File: src/rtl/df_tile_iterator.sv
// Tile-loop sequencer: walks k/y/x/c tile nest (c innermost) and emits
// psums/ifmaps/weights offsets with reduction flags over valid/ready.
module df_tile_iterator #(
  parameter int ADDR_W = 32,
  parameter int IDX_W  = 12
) (
  input  logic              i_clk,
  input  logic              i_rstn,
  input  logic              i_start,
  input  logic [IDX_W-1:0]  i_x_lim,
  input  logic [IDX_W-1:0]  i_y_lim,
  input  logic [IDX_W-1:0]  i_k_lim,
  input  logic [IDX_W-1:0]  i_c_lim,
  input  logic [11:0]       i_ps_x_step,
  input  logic [23:0]       i_ps_y_step,
  input  logic [23:0]       i_ps_k_step,
  input  logic [11:0]       i_if_x_step,
  input  logic [23:0]       i_if_y_step,
  input  logic [23:0]       i_if_c_step,
  input  logic [11:0]       i_wt_k_step,
  input  logic [23:0]       i_wt_c_step,
  output logic              o_busy,
  output logic              o_done,
  output logic              o_tile_valid,
  input  logic              i_tile_ready,
  output logic [ADDR_W-1:0] o_ps_offs,
  output logic [ADDR_W-1:0] o_if_offs,
  output logic [ADDR_W-1:0] o_wt_offs,
  output logic              o_first_c,
  output logic              o_last_c,
  output logic              o_last_tile
);

  typedef enum logic [1:0] {
    ST_IDLE = 2'd0,
    ST_RUN  = 2'd1,
    ST_DONE = 2'd2
  } state_t;

  localparam logic [IDX_W-1:0]  IDX_ZERO = {IDX_W{1'b0}};
  localparam logic [IDX_W-1:0]  IDX_ONE  = {{(IDX_W-1){1'b0}}, 1'b1};
  localparam logic [ADDR_W-1:0] ACC_ZERO = {ADDR_W{1'b0}};

  state_t state_q, state_d;

  logic [IDX_W-1:0]  x_lim_q, x_lim_d, y_lim_q, y_lim_d;
  logic [IDX_W-1:0]  k_lim_q, k_lim_d, c_lim_q, c_lim_d;
  logic [ADDR_W-1:0] ps_x_step_q, ps_x_step_d, ps_y_step_q, ps_y_step_d;
  logic [ADDR_W-1:0] ps_k_step_q, ps_k_step_d, if_x_step_q, if_x_step_d;
  logic [ADDR_W-1:0] if_y_step_q, if_y_step_d, if_c_step_q, if_c_step_d;
  logic [ADDR_W-1:0] wt_k_step_q, wt_k_step_d, wt_c_step_q, wt_c_step_d;

  logic [IDX_W-1:0]  x_q, x_d, y_q, y_d, k_q, k_d, c_q, c_d;

  // One accumulator per (tensor, dimension) holding index*step
  logic [ADDR_W-1:0] acc_ps_x_q, acc_ps_x_d, acc_ps_y_q, acc_ps_y_d;
  logic [ADDR_W-1:0] acc_ps_k_q, acc_ps_k_d, acc_if_x_q, acc_if_x_d;
  logic [ADDR_W-1:0] acc_if_y_q, acc_if_y_d, acc_if_c_q, acc_if_c_d;
  logic [ADDR_W-1:0] acc_wt_k_q, acc_wt_k_d, acc_wt_c_q, acc_wt_c_d;

  logic c_at_lim_s, x_at_lim_s, y_at_lim_s, k_at_lim_s;
  logic last_tile_s, handshake_s;

  assign c_at_lim_s  = (c_q == c_lim_q);
  assign x_at_lim_s  = (x_q == x_lim_q);
  assign y_at_lim_s  = (y_q == y_lim_q);
  assign k_at_lim_s  = (k_q == k_lim_q);
  assign last_tile_s = c_at_lim_s && x_at_lim_s && y_at_lim_s && k_at_lim_s;
  assign handshake_s = (state_q == ST_RUN) && i_tile_ready;

  // Next-state, configuration latch and loop-nest advance
  always_comb begin
    state_d     = state_q;
    x_lim_d     = x_lim_q;
    y_lim_d     = y_lim_q;
    k_lim_d     = k_lim_q;
    c_lim_d     = c_lim_q;
    ps_x_step_d = ps_x_step_q;
    ps_y_step_d = ps_y_step_q;
    ps_k_step_d = ps_k_step_q;
    if_x_step_d = if_x_step_q;
    if_y_step_d = if_y_step_q;
    if_c_step_d = if_c_step_q;
    wt_k_step_d = wt_k_step_q;
    wt_c_step_d = wt_c_step_q;
    x_d         = x_q;
    y_d         = y_q;
    k_d         = k_q;
    c_d         = c_q;
    acc_ps_x_d  = acc_ps_x_q;
    acc_ps_y_d  = acc_ps_y_q;
    acc_ps_k_d  = acc_ps_k_q;
    acc_if_x_d  = acc_if_x_q;
    acc_if_y_d  = acc_if_y_q;
    acc_if_c_d  = acc_if_c_q;
    acc_wt_k_d  = acc_wt_k_q;
    acc_wt_c_d  = acc_wt_c_q;

    case (state_q)
      ST_IDLE: begin
        if (i_start) begin
          state_d     = ST_RUN;
          x_lim_d     = i_x_lim;
          y_lim_d     = i_y_lim;
          k_lim_d     = i_k_lim;
          c_lim_d     = i_c_lim;
          ps_x_step_d = ADDR_W'(i_ps_x_step);
          ps_y_step_d = ADDR_W'(i_ps_y_step);
          ps_k_step_d = ADDR_W'(i_ps_k_step);
          if_x_step_d = ADDR_W'(i_if_x_step);
          if_y_step_d = ADDR_W'(i_if_y_step);
          if_c_step_d = ADDR_W'(i_if_c_step);
          wt_k_step_d = ADDR_W'(i_wt_k_step);
          wt_c_step_d = ADDR_W'(i_wt_c_step);
          x_d         = IDX_ZERO;
          y_d         = IDX_ZERO;
          k_d         = IDX_ZERO;
          c_d         = IDX_ZERO;
          acc_ps_x_d  = ACC_ZERO;
          acc_ps_y_d  = ACC_ZERO;
          acc_ps_k_d  = ACC_ZERO;
          acc_if_x_d  = ACC_ZERO;
          acc_if_y_d  = ACC_ZERO;
          acc_if_c_d  = ACC_ZERO;
          acc_wt_k_d  = ACC_ZERO;
          acc_wt_c_d  = ACC_ZERO;
        end else begin
          state_d = ST_IDLE;
        end
      end
      ST_RUN: begin
        if (!handshake_s) begin
          state_d = ST_RUN;
        end else if (last_tile_s) begin
          // k is never incremented past its limit, so indices cannot overflow
          state_d = ST_DONE;
        end else if (!c_at_lim_s) begin
          c_d        = c_q + IDX_ONE;
          acc_if_c_d = acc_if_c_q + if_c_step_q;
          acc_wt_c_d = acc_wt_c_q + wt_c_step_q;
        end else begin
          c_d        = IDX_ZERO;
          acc_if_c_d = ACC_ZERO;
          acc_wt_c_d = ACC_ZERO;
          if (!x_at_lim_s) begin
            x_d        = x_q + IDX_ONE;
            acc_ps_x_d = acc_ps_x_q + ps_x_step_q;
            acc_if_x_d = acc_if_x_q + if_x_step_q;
          end else begin
            x_d        = IDX_ZERO;
            acc_ps_x_d = ACC_ZERO;
            acc_if_x_d = ACC_ZERO;
            if (!y_at_lim_s) begin
              y_d        = y_q + IDX_ONE;
              acc_ps_y_d = acc_ps_y_q + ps_y_step_q;
              acc_if_y_d = acc_if_y_q + if_y_step_q;
            end else begin
              y_d        = IDX_ZERO;
              acc_ps_y_d = ACC_ZERO;
              acc_if_y_d = ACC_ZERO;
              k_d        = k_q + IDX_ONE;
              acc_ps_k_d = acc_ps_k_q + ps_k_step_q;
              acc_wt_k_d = acc_wt_k_q + wt_k_step_q;
            end
          end
        end
      end
      ST_DONE: begin
        state_d = ST_IDLE;
      end
      default: begin
        state_d = ST_IDLE;
      end
    endcase
  end

  // State, configuration, index and accumulator registers
  always_ff @(posedge i_clk) begin
    if (!i_rstn) begin
      state_q     <= ST_IDLE;
      x_lim_q     <= IDX_ZERO;
      y_lim_q     <= IDX_ZERO;
      k_lim_q     <= IDX_ZERO;
      c_lim_q     <= IDX_ZERO;
      ps_x_step_q <= ACC_ZERO;
      ps_y_step_q <= ACC_ZERO;
      ps_k_step_q <= ACC_ZERO;
      if_x_step_q <= ACC_ZERO;
      if_y_step_q <= ACC_ZERO;
      if_c_step_q <= ACC_ZERO;
      wt_k_step_q <= ACC_ZERO;
      wt_c_step_q <= ACC_ZERO;
      x_q         <= IDX_ZERO;
      y_q         <= IDX_ZERO;
      k_q         <= IDX_ZERO;
      c_q         <= IDX_ZERO;
      acc_ps_x_q  <= ACC_ZERO;
      acc_ps_y_q  <= ACC_ZERO;
      acc_ps_k_q  <= ACC_ZERO;
      acc_if_x_q  <= ACC_ZERO;
      acc_if_y_q  <= ACC_ZERO;
      acc_if_c_q  <= ACC_ZERO;
      acc_wt_k_q  <= ACC_ZERO;
      acc_wt_c_q  <= ACC_ZERO;
    end else begin
      state_q     <= state_d;
      x_lim_q     <= x_lim_d;
      y_lim_q     <= y_lim_d;
      k_lim_q     <= k_lim_d;
      c_lim_q     <= c_lim_d;
      ps_x_step_q <= ps_x_step_d;
      ps_y_step_q <= ps_y_step_d;
      ps_k_step_q <= ps_k_step_d;
      if_x_step_q <= if_x_step_d;
      if_y_step_q <= if_y_step_d;
      if_c_step_q <= if_c_step_d;
      wt_k_step_q <= wt_k_step_d;
      wt_c_step_q <= wt_c_step_d;
      x_q         <= x_d;
      y_q         <= y_d;
      k_q         <= k_d;
      c_q         <= c_d;
      acc_ps_x_q  <= acc_ps_x_d;
      acc_ps_y_q  <= acc_ps_y_d;
      acc_ps_k_q  <= acc_ps_k_d;
      acc_if_x_q  <= acc_if_x_d;
      acc_if_y_q  <= acc_if_y_d;
      acc_if_c_q  <= acc_if_c_d;
      acc_wt_k_q  <= acc_wt_k_d;
      acc_wt_c_q  <= acc_wt_c_d;
    end
  end

  // Descriptor outputs are forced to zero whenever no tile is presented
  always_comb begin
    o_busy       = (state_q != ST_IDLE);
    o_done       = (state_q == ST_DONE);
    o_tile_valid = 1'b0;
    o_ps_offs    = ACC_ZERO;
    o_if_offs    = ACC_ZERO;
    o_wt_offs    = ACC_ZERO;
    o_first_c    = 1'b0;
    o_last_c     = 1'b0;
    o_last_tile  = 1'b0;
    if (state_q == ST_RUN) begin
      o_tile_valid = 1'b1;
      o_ps_offs    = acc_ps_x_q + acc_ps_y_q + acc_ps_k_q;
      o_if_offs    = acc_if_x_q + acc_if_y_q + acc_if_c_q;
      o_wt_offs    = acc_wt_k_q + acc_wt_c_q;
      o_first_c    = (c_q == IDX_ZERO);
      o_last_c     = c_at_lim_s;
      o_last_tile  = last_tile_s;
    end else begin
      o_tile_valid = 1'b0;
    end
  end

endmodule

File: config.mk
export PLATFORM = sky130hd
export DESIGN_NAME = df_tile_iterator
export DESIGN_NICKNAME = d
export VERILOG_FILES = /design/src/rtl/df_tile_iterator.sv
export SDC_FILE = /design/constraint.sdc
export NUM_CORES = 2
export LEC_CHECK = 0
export CAP_MARGIN = 10
export CORE_ASPECT_RATIO = 0.8
export CORE_MARGIN = 2
export CORE_UTILIZATION = 60
export DETAILED_ROUTE_END_ITERATION = 8
export PLACE_DENSITY_LB_ADDON = 0.15
export SETUP_SLACK_MARGIN = 0.05
export SKIP_CTS_REPAIR_TIMING = 1
export SLEW_MARGIN = 30
export SYNTH_ARGS = -nofsm -noshare
export SYNTH_HDL_FRONTEND = slang
export SYNTH_SLANG_ARGS = --single-unit
File: constraint.sdc
create_clock -name i_clk -period 10.2 [get_ports i_clk]
set_clock_uncertainty 0.2 [all_clocks]
set_input_delay 2.04 -clock i_clk [delete_from_list [all_inputs] [get_ports i_clk]]
set_output_delay 2.04 -clock i_clk [all_outputs]
set_load 0.02 [all_outputs]
== Yosys cells after proc, flatten, opt, wreduce, memory -nomap -nowiden ==
Index checks and enable logic that the tools add are counted.

* Bits in registers: 510
* Output and inout port bits: 102
* Bits of input ports: 208
* Logic and storage cells: 144

* Reductions and logical operators: 13
* Multiplexer cells: 76
* Equality and inequality tests: 13
* Add/subtract/negate cells: 17

{| class="wikitable"
|+ Operators by type and width
! kind !! number
|-
| 2-to-1 mux 32 bit || 38
|-
| one-hot mux 32 bit (2 select lines) || 8
|-
| 2-to-1 mux 12 bit || 18
|-
| adder 32 x 24 -> 32 bit || 5
|-
| adder 32 bit || 5
|-
| adder 32 x 12 -> 32 bit || 3
|-
| one-hot mux 12 bit (2 select lines) || 4
|-
| adder 12 x 1 -> 12 bit (second input constant) || 4
|-
| == test 12 bit || 4
|-
| logical NOT 12 bit || 1
|-
| inequality test 2 bit (second input constant) || 6
|-
| AND reduction 7 bit || 1
|-
| AND reduction 6 bit || 1
|-
| 2-to-1 mux 1 bit || 5
|-
| AND reduction 5 bit || 1
|-
| logical AND 1 bit || 4
|-
| 2-to-1 mux 2 bit || 2
|-
| one-hot mux 2 bit (2 select lines) || 1
|-
| AND reduction 4 bit || 1
|-
| nonzero test 2 bit || 2
|-
| inequality test 3 bit (second input constant) || 1
|-
| == test 2 x 1 -> 1 bit (second input constant) || 1
|-
| == test 2 bit (second input constant) || 1
|-
| logical NOT 2 bit || 1
|-
| AND reduction 2 bit || 1
|}

== Depth between registers and ports, before layout ==
* Word-level depth: 7
* Mapped depth: 12

== Least setup slack after synthesis ==
Ideal clock, no wire load.

* Kind: reg2out
* From: register acc_ps_y_q[1]
* To: output port o_ps_offs[31]
* Path buffers: 0
* Slack: 4.063 ns
* Stages on the path, launching flop included: 13
* Arrival: 3.897 ns
* Required time: 7.960 ns
* Cells stage by stage: dfxtp_1 fa_1 ha_1 fa_1 a21oi_1 or3_2 a211oi_1 or4_4 a221o_2 a221o_2 a311oi_1 o21bai_1 mux2i_1

* Longest elaborated chain between the ends: 3

{| class="wikitable"
|+ RTL lines
! item !! line !! RTL
|-
| start, declared || 56 || <nowiki>logic [ADDR_W-1:0] acc_ps_x_q, acc_ps_x_d, acc_ps_y_q, acc_ps_y_d;</nowiki>
|-
| start signal, assigned || 224 || <nowiki>acc_ps_y_q <= acc_ps_y_d;</nowiki>
|-
| adder 32 bit (2 in a row) || 247 || <nowiki>o_ps_offs = acc_ps_x_q + acc_ps_y_q + acc_ps_k_q;</nowiki>
|-
| 2-to-1 mux 32 bit || 245 || <nowiki>if (state_q == ST_RUN) begin</nowiki>
|-
| end, declared || 26 || <nowiki>output logic [ADDR_W-1:0] o_ps_offs,</nowiki>
|}

Every way passes these cells.

== Worst setup path in the final report ==
Same ends and word-level chain as after synthesis.

==> impl_metrics.json <==
{
  "slew_headroom_pct": 30.2,
  "setup_viol": 0,
  "synth-seq-cells": 510,
  "cts_sinks": 510,
  "vias": 30400,
  "dieHeight_um": 215,
  "r2r_slack_ns": 5.43,
  "yosysTopAreaCell": "dfxtp_1",
  "grt_overflow": 0,
  "wl_met3_mm": 8.53,
  "crit_required_ns": 7.96,
  "fin_tns_setup_ns": 0,
  "cts_buffer_depth": 3,
  "highest_layer": "met4",
  "timing.final.crit_share_pct": 74.7,
  "layout.cells.non_filler": 5079,
  "worstHoldPathType": "flop to flop",
  "drc": 0,
  "cts.clk_slew.worst_paths_ns": 0.06,
  "hpwl_mm": 72.3,
  "insertion_delay_ns": 0.63,
  "cts-root-buf": "clkbuf_16",
  "critPathSlowestCell": "clkdlybuf4s50_1",
  "ys_seq_area_share_pct": 30.7,
  "fmax_mhz": 131,
  "synth_top_cell_area_share_pct": 30.7,
  "ys_types": 90,
  "cp_cell_sequence": "fa_1, ha_1, fa_1, a21oi_1, or3_2, a211oi_1, or4_4, a221o_2, a221o_2, a311oi_1, o21bai_1, mux2i_1, clkdlybuf4s50_1",
  "die_x_um": 267,
  "std_cell_rows": 77,
  "htreeDepth": 2,
  "grt_pass1_vias": 28000,
  "r2r-end": "acc_if_y_q[23]",
  "ios": 310,
  "core_um2": 55000,
  "slowest_delay_ns": 0.62,
  "cap_viol_max_count": 0,
  "syn_nets": 4594,
  "max-vdd-ir-drop_v": 0.000120,
  "cts_tree": "yes",
  "final_max_slew_viol_count": 0,
  "yosys-top-cells-area": "dfxtp_1, ha_1, nand2_1, a21boi_0, xnor2_1",
  "endpoint": "o_ps_offs[31]",
  "reg2reg_from": "state_q[1]",
  "endpoint_kind": "primary output",
  "die_area_um2": 57400,
  "routed_wl_mm": 98.0,
  "status": "complete, no violations",
  "hold_viol": 0,
  "grt_first_pass_wirelength_mm": 155,
  "wl_per_cell_um": 19.3,
  "synthesis.area_um2": 33300,
  "crit_start": "acc_ps_y_q[1]",
  "yosys_most_used_dff": "dfxtp_1",
  "route.met2.wl_mm": 40.4,
  "fin_crit_ns": 7.62,
  "drive_above_1_share_pct": 4.00,
  "power_density_nw_per_um2": 122,
  "p_leak_nw": 16.1,
  "fillers": 4488,
  "io_buffers": 309,
  "initial_core_util_pct": 60.5,
  "worstRegToRegCells": 8,
  "synthCells": 4061,
  "critPathArrivalTime_ns": 5.38,
  "async_flop_share_pct": 0,
  "cts_buffers": 53,
  "layout.nets": 4817,
  "drt-initial-drc-count": 2835,
  "grt_max_degree": 135,
  "final_antenna_net_count": 0,
  "worst_pin_slew_ns": 1.04,
  "syn_avg_cell_area_um2": 8.19,
  "grt_usage_pct": 33.6,
  "dp.cells": 4979,
  "globalplace.congestion": 0.978,
  "crit_path_start_kind": "flop",
  "dr.pass1.iters": 6,
  "antenna_found_initial": 0,
  "yosys_warnings": 0,
  "area_growth_syn_to_layout_pct": 16.6,
  "synth_edf_count": 0,
  "fin_util_pct": 70.5,
  "grt_setup_unrepaired": "false",
  "met1_length_mm": 46.4,
  "path_class": "flop to primary output",
  "cp_max_fo": 6,
  "vias_per_cell": 5.99
}
## layer usage
layer | up-vias | GRT usage [%]
li1 | 14800 | -
met5 | - | 0
met4 | 0 | 9.06
met2 | 1195 | 48.9
met3 | 152 | 5.57
met1 | 14200 | 50.9
## worst min path at each step
stage / startpoint / to / slack [ns] / cells past startpoint
global placement: if_c_step_q[16] / if_c_step_q[16] / 0.26 / 2
finish: wt_k_step_q[8] / wt_k_step_q[8] / 0.27 / 2
CTS: wt_k_step_q[8] / wt_k_step_q[8] / 0.27 / 2
global route: if_c_step_q[16] / if_c_step_q[16] / 0.29 / 2
floorplan: if_c_step_q[0] / if_c_step_q[0] / 0.25 / 2
detailed placement: wt_k_step_q[8] / wt_k_step_q[8] / 0.27 / 2
## state kept, by name (all words and copies together) (netlist names), 24 cells and up
| signal | count |
|---|---|
| acc_ps_y_q | 32 |
| if_y_step_q | 24 |
| wt_c_step_q | 24 |
| ps_k_step_q | 24 |
| acc_if_c_q | 32 |
| acc_ps_x_q | 32 |
| acc_ps_k_q | 32 |
| acc_if_y_q | 32 |
| acc_if_x_q | 32 |
| ps_y_step_q | 24 |
| acc_wt_k_q | 32 |
| acc_wt_c_q | 32 |
| if_c_step_q | 24 |
## critical path: cells and delay by family (launching register included)
family | cells | cell delay (ns)
multiplexers | 1 | 0.17
adder cells (fa/ha/maj) | 3 | 1.16
flip-flops | 1 | 0.42
AND/OR/NAND/NOR | 2 | 0.76
AO/OA/AOI/OAI | 6 | 1.63
buffers and inverters | 1 | 0.62
## layout make-up
| class | count | area [um2] | share of cell area (%) |
|---|---|---|---|
| Multi-Input combinational cell | 3286 | 22100 | 57.1 |
| Sequential cell | 510 | 10200 | 26.3 |
| Timing Repair Buffer | 341 | 3340 | 8.61 |
| Clock buffer | 74 | 1500 | 3.85 |
| Tap cell | 750 | 938 | 2.42 |
| Inverter | 92 | 345 | 0.890 |
| Clock inverter | 25 | 315 | 0.813 |
| Antenna cell | 1 | 2.50 | 0.00645 |
## kinds of logic (layout without fill, tap and decap cells)
family	Yosys count	in the layout	synth area share, %
AND/OR/NAND/NOR	1526	1526	21.3
AO/OA/AOI/OAI	1110	1110	22.6
flip-flops	510	510	30.7
adder cells (fa/ha/maj)	325	325	13.9
XOR/XNOR	316	316	8.32
buffers and inverters	265	532	3.02
multiplexers	9	9	0.271
other	0	1	0
## through the flow
step	setup WS, ns	hold slack (ns)	power (W)	cell area [um2]
after detailed placement	3.28	0.265	0.00271	37000
after CTS	2.58	0.274	0.00474	38800
after global placement	3.28	0.262	0.00270	37000
final	2.58	0.272	0.00473	38800
after floorplan	4.06	0.248	0.00247	33300
after global routing	2.38	0.292	0.00488	38800
## cells in the mapped netlist, drive strengths merged, types with 8 or more instances
| library cell | instances |
|---|---|
| a31o | 8 |
| a211oi | 20 |
| o31ai | 19 |
| inv | 91 |
| a2111oi | 11 |
| ha | 252 |
| mux2i | 9 |
| clkbuf | 153 |
| o21a | 24 |
| or3 | 48 |
| a31oi | 21 |
| or4 | 11 |
| nand4 | 60 |
| o21ai | 184 |
| dfxtp | 510 |
| o21bai | 43 |
| a22o | 23 |
| a21o | 110 |
| nand3b | 10 |
| nor3b | 15 |
| and2 | 31 |
| a21oi | 226 |
| a21boi | 252 |
| nor2b | 82 |
| o31a | 13 |
| nand3 | 107 |
| nand2 | 680 |
| and3 | 50 |
| nor4 | 39 |
| a22oi | 57 |
| o211ai | 20 |
| nor3 | 60 |
| fa | 73 |
| buf | 20 |
| o2111ai | 11 |
| xnor2 | 169 |
| nor2 | 277 |
| nand2b | 26 |
| xor2 | 147 |
## placed cells by master (no fill, tap or decap), types with 47 or more instances in the layout
master,n
dfxtp_1,510
or3_1,47
nand4_1,60
xor2_1,147
nor3_1,56
nor2b_1,82
clkbuf_16,53
a21boi_0,251
clkdlybuf4s50_1,308
o21ai_0,177
and3_1,49
xnor2_1,169
a21o_1,107
nand2_1,677
a22oi_1,57
a21oi_1,225
inv_1,90
nor2_1,274
fa_1,73
nand3_1,107
ha_1,252
## report_power, final
group / switching (W) / total [W] / internal, W
Sequential: 0.0000589 / 0.00211 / 0.00205
Combinational: 0.000352 / 0.000574 / 0.000222
Clock: 0.000873 / 0.00205 / 0.00118
Total: 0.00128 / 0.00473 / 0.00345
No activity file was read; power rests on OpenSTA's default activity.
